**src/rtl/mem_block_copier.sv**
```systemverilog
// Bus initiator that copies a block of words within a single-port memory (read, wait, write per word).
// Optional running checksum of copied words when MEMCPY_CHECKSUM_EN is defined.
module mem_block_copier #(
  parameter int ADDR_W = 12,
  parameter int DATA_W = 12,
  parameter int LEN_W  = 12
) (
  input  logic              clk,
  input  logic              rst_n,
  input  logic              start,
  input  logic [ADDR_W-1:0] src_base,
  input  logic [ADDR_W-1:0] dst_base,
  input  logic [LEN_W-1:0]  len,
  output logic              busy,
  output logic              done,
  output logic              mem_read,
  output logic              mem_write,
  output logic [ADDR_W-1:0] address,
  output logic [DATA_W-1:0] write_data,
  input  logic [DATA_W-1:0] read_data
`ifdef MEMCPY_CHECKSUM_EN
  ,
  output logic [DATA_W-1:0] checksum
`endif
);

  typedef enum logic [2:0] {
    S_IDLE,
    S_RD,
    S_RWAIT,
    S_WR,
    S_DONE
  } state_t;

  state_t            state_reg, state_next;
  logic [ADDR_W-1:0] src_ptr_reg, src_ptr_next;
  logic [ADDR_W-1:0] dst_ptr_reg, dst_ptr_next;
  logic [LEN_W-1:0]  rem_reg, rem_next;
  logic              busy_reg, busy_next;
  logic              done_reg, done_next;
  logic              mem_read_reg, mem_read_next;
  logic              mem_write_reg, mem_write_next;
  logic [ADDR_W-1:0] address_reg, address_next;
  logic [DATA_W-1:0] write_data_reg, write_data_next;
`ifdef MEMCPY_CHECKSUM_EN
  logic [DATA_W-1:0] csum_reg, csum_next;
`endif

  // Output registers are loaded from next-state values so strobes line up with the state they belong to.
  always_comb begin
    state_next      = state_reg;
    src_ptr_next    = src_ptr_reg;
    dst_ptr_next    = dst_ptr_reg;
    rem_next        = rem_reg;
    busy_next       = 1'b0;
    done_next       = 1'b0;
    mem_read_next   = 1'b0;
    mem_write_next  = 1'b0;
    address_next    = address_reg;
    write_data_next = write_data_reg;
`ifdef MEMCPY_CHECKSUM_EN
    csum_next       = csum_reg;
`endif
    case (state_reg)
      S_IDLE: begin
        if (start) begin
`ifdef MEMCPY_CHECKSUM_EN
          csum_next = '0;
`endif
          if (len != '0) begin
            src_ptr_next  = src_base;
            dst_ptr_next  = dst_base;
            rem_next      = len;
            address_next  = src_base;
            mem_read_next = 1'b1;
            busy_next     = 1'b1;
            state_next    = S_RD;
          end else begin
            done_next  = 1'b1;
            state_next = S_DONE;
          end
        end
      end
      S_RD: begin
        busy_next  = 1'b1;
        state_next = S_RWAIT;
      end
      S_RWAIT: begin
        // Memory returns the word in this cycle; capture it for the write.
        write_data_next = read_data;
        address_next    = dst_ptr_reg;
        mem_write_next  = 1'b1;
        busy_next       = 1'b1;
        state_next      = S_WR;
      end
      S_WR: begin
        src_ptr_next = src_ptr_reg + ADDR_W'(1);
        dst_ptr_next = dst_ptr_reg + ADDR_W'(1);
        rem_next     = rem_reg - LEN_W'(1);
`ifdef MEMCPY_CHECKSUM_EN
        csum_next    = csum_reg + write_data_reg;
`endif
        if (rem_reg == LEN_W'(1)) begin
          done_next  = 1'b1;
          state_next = S_DONE;
        end else begin
          address_next  = src_ptr_reg + ADDR_W'(1);
          mem_read_next = 1'b1;
          busy_next     = 1'b1;
          state_next    = S_RD;
        end
      end
      S_DONE: begin
        state_next = S_IDLE;
      end
      default: begin
        state_next = S_IDLE;
      end
    endcase
  end

  always_ff @(posedge clk) begin
    if (!rst_n) begin
      state_reg      <= S_IDLE;
      src_ptr_reg    <= '0;
      dst_ptr_reg    <= '0;
      rem_reg        <= '0;
      busy_reg       <= 1'b0;
      done_reg       <= 1'b0;
      mem_read_reg   <= 1'b0;
      mem_write_reg  <= 1'b0;
      address_reg    <= '0;
      write_data_reg <= '0;
`ifdef MEMCPY_CHECKSUM_EN
      csum_reg       <= '0;
`endif
    end else begin
      state_reg      <= state_next;
      src_ptr_reg    <= src_ptr_next;
      dst_ptr_reg    <= dst_ptr_next;
      rem_reg        <= rem_next;
      busy_reg       <= busy_next;
      done_reg       <= done_next;
      mem_read_reg   <= mem_read_next;
      mem_write_reg  <= mem_write_next;
      address_reg    <= address_next;
      write_data_reg <= write_data_next;
`ifdef MEMCPY_CHECKSUM_EN
      csum_reg       <= csum_next;
`endif
    end
  end

  assign busy       = busy_reg;
  assign done       = done_reg;
  assign mem_read   = mem_read_reg;
  assign mem_write  = mem_write_reg;
  assign address    = address_reg;
  assign write_data = write_data_reg;
`ifdef MEMCPY_CHECKSUM_EN
  assign checksum   = csum_reg;
`endif

endmodule

```
**config.mk**
```make
export PLATFORM = sky130hd
export DESIGN_NAME = mem_block_copier
export DESIGN_NICKNAME = d
export VERILOG_FILES = /design/src/rtl/mem_block_copier.sv
export SDC_FILE = /design/constraint.sdc
export NUM_CORES = 1
export LEC_CHECK = 0
export CAP_MARGIN = 5
export CORE_AREA = 10 10 99 101
export CTS_BUF_LIST = sky130_fd_sc_hd__clkbuf_16
export DETAILED_ROUTE_END_ITERATION = 7
export DIE_AREA = 0 0 109 111
export PLACE_DENSITY_LB_ADDON = 0.05
export SYNTH_ARGS = -nofsm -noshare
export SYNTH_HDL_FRONTEND = slang
export SYNTH_SLANG_ARGS = --single-unit
```
**constraint.sdc**
```tcl
create_clock -name clk -period 1.9 [get_ports clk]
set_clock_uncertainty 0.05 [all_clocks]
set_input_delay 0.19 -clock clk [delete_from_list [all_inputs] [get_ports clk]]
set_output_delay 0.19 -clock clk [all_outputs]
set_load 0.02 [all_outputs]
```
==> impl_metrics.toml <==
[run_status]
status = "finished with violations"
violations = "negative setup slack"

[die]
initial_utilization_pct = 43.9
rows = 33
die-area_mm2 = 0.0121
fp.dieH_um = 111
chipWidth_um = 109
ios = 79
core_mm2 = 0.00797

[synthesis]
synth.yosys.warnings = 0
yosysUniqueCellTypes = 53
synth_area_per_cell_um2 = 7.49
synth_edf_count = 0
synthAdderAreaFrac_pct = 1.43
synth_nets = 522
yosys.area_share.simple_pct = 24.4
yosys.area.top_type = "dfxtp_1"
synth-seq-cells = 67
netlist.area_leader.share_pct = 38.3
ys_seq_area_share_pct = 38.3
synth_area_leaders = "dfxtp_1 (38%), a21oi_1 (8.9%), nand2_1 (7.2%)"
yosys_most_used_dff = "dfxtp_1"
synth_compound_area_share_pct = 28.1
async_flop_share_pct = 0
syn_inst = 467
synth_top_family_by_area = "compound AO/OA/AOI/OAI gates"
synth_area_mm2 = 0.00350
synth-xor-area-share_pct = 2.75
synth_mux_area_share_pct = 0.572

[timing]
finalMaxSlewViolations = 0
setup_viol = 6
hold_viol = 0
worst_pin_slew_ns = 0.504
fin_crit_ns = 2.07
holdWs_ns = 0.337
min_period_over_period_pct = 109
rsz0062_at_grt = "true"
max_freq_mhz = 483
worst_slack_ns = -0.173
relSlewSlack_pct = 66.1

[route]
met2_length_um = 5780
drc = 0
vias_per_cell = 5.66
avgRoutedWirePerCell_um = 16.6
drt_wl_total_um = 11800
met1Wirelength_um = 5010
met3_length_um = 832
drtPass1Iterations = 5
drt_iter0_drc = 186
top_layer_used = "met4"
ant_nets = 0
vias = 4015

[final_layout]
layout_common_cells = "clkdlybuf4s50_1 (77), nand2_1 (66), buf_4 (66)"
utilization_pct = 68.9
n_fill_cell = 657
final_common_cell = "clkdlybuf4s50_1"
antenna_cells = 0
final_nets = 654
syn_to_final_growth_pct = 56.9
post_route_cells_drive_above_1_share_pct = 21.2

[clock_tree]
clk_pin_slew_worst_paths_ns = 0.06
cts_buffers = 9
clock_path_buffers = 2
clock_latency_ns = 0.33
cts_tree = "done"
htreeDepth = 3
cts_sinks = 67
ctsRootBufferMaster = "clkbuf_16"

[global_route]
grt_pass1_wl_um = 18100
antenna_found_initial = 0
grt_use_total_pct = 18.1
grt_pass1_vias = 3678
grt_max_degree = 35
grt_overflow = 0

[placement]
post-place-ws_ns = -0.306
io_buffers = 78
gp_congestion = 0.878
dpl.hpwl_um = 7890

[critical_path]
reg2reg_slack_ns = -0.17
cp_data_required_time_ns = 2.07
crit_path_max_fanout = 4
worst-path-stages = 5
end_kind = "flip-flop"
cp_cell_sequence = "or4_4 > or3_4 > or4_4 > a21oi_2 > o32ai_2"
path_delay_family = "simple AND/OR/NAND/NOR gates"
start_kind = "flip-flop"
max_stage_delay_ns = 0.52
slowest_stage = "or4_4"
r2r.worst_path.cells = 5
setup.worst_path.class = "reg2reg"
cp.arrival_ns = 2.24
cp_common_cell = "or4_4"
path_buf_inv = 0

[power_and_ir_drop]
power_mw = 5.36
leakagePower_nw = 2.09
p_per_area_mw_per_mm2 = 976
peakVddDrop_mv = 0.519

[worst_hold_path]
hold_class = "in2reg"
whs_path_depth = 5

[job]
maxCapViolCount = 0
-- metal layers --
| metal | global-route usage [%] | up-vias |
|---|---|---|
| met1 | 23.8 | 1890 |
| met2 | 28.1 | 132 |
| li1 | - | 1977 |
| met4 | 6.16 | 0 |
| met5 | 0 | - |
| met3 | 4.01 | 16 |
-- path summary, 6_finish.rpt --
kind,to,from
hold reg to reg,address[9]$_SDFFE_PN0P_,address[9]$_SDFFE_PN0P_
hold / removal,rem_reg[7]$_SDFFE_PN0P_,len[7]
setup / recovery,rem_reg[9]$_SDFFE_PN0P_,rem_reg[0]$_SDFFE_PN0P_
setup reg to reg,rem_reg[9]$_SDFFE_PN0P_,rem_reg[0]$_SDFFE_PN0P_
-- synthesized netlist by cell type (all sizes together), types with 2 or more instances --
master   count
nand2b       3
dfxtp       67
buf          6
xnor2        7
o31ai        3
and3         7
ha           4
or4          4
nand3       14
o32ai        2
xor2         4
nand3b       2
or3          3
nor4        10
a21oi       62
o21ai       40
a31oi       13
mux2i        2
o21a         2
a31o         3
nor3        11
a22oi        5
nor2        45
a221oi       4
nand4        2
o2111ai      3
a211oi      15
nand2       67
clkbuf      28
inv          4
nor3b        5
-- final cells by class --
type / instances / area [µm²] / share of cell area (%)
tap: 105 / 131 / 2.39
inverter: 5 / 21.3 / 0.388
clock buffer: 9 / 225 / 4.10
clock inverter: 7 / 140 / 2.55
sequential: 67 / 1350 / 24.5
multi-input combinational: 361 / 2140 / 39.0
timing repair buffer: 155 / 1480 / 27.0
-- worst min-delay path: stages --
cell,delay (ns)
dlymetal6s2s_1,0.13
buf_4,0.12
nand2_1,0.04
o21ai_0,0.06
a31o_2,0.15
-- cells by family (layout without fill, tap and decap cells) --
group | count (synthesis) | in the layout
adders and majority gates | 4 | 4
buffers and inverters | 39 | 176
and+or+nand+nor | 181 | 181
DFF | 67 | 67
muxes | 2 | 2
AOI/OAI and AO/OA | 163 | 163
xor gates and xnor gates | 11 | 11
-- stage by stage --
stage	instance area [µm²]	instances	setup TNS [ns]
after floorplan	3510	467	-0.168
after global routing	5490	709	-1.05
after CTS	5250	700	-0.310
final	5490	709	-0.405
after global placement	4830	680	-7.79
after detailed placement	4830	680	-8.63
-- power breakdown --
part	switching, mW	total (mW)	internal (mW)
logic	0.785	1.61	0.823
registers	0.135	1.70	1.57
clock network	0.636	2.05	1.41
-- repair_timing --
action,4_1_cts,5_1_grt
endpoints found under the setup margin,4,24
hold buffers,0,0
setup buffers,4,7
resized for setup,7,38
pin swaps,2,10
gates cloned,0,2
Note: power is estimated with default switching activity, not from simulation.
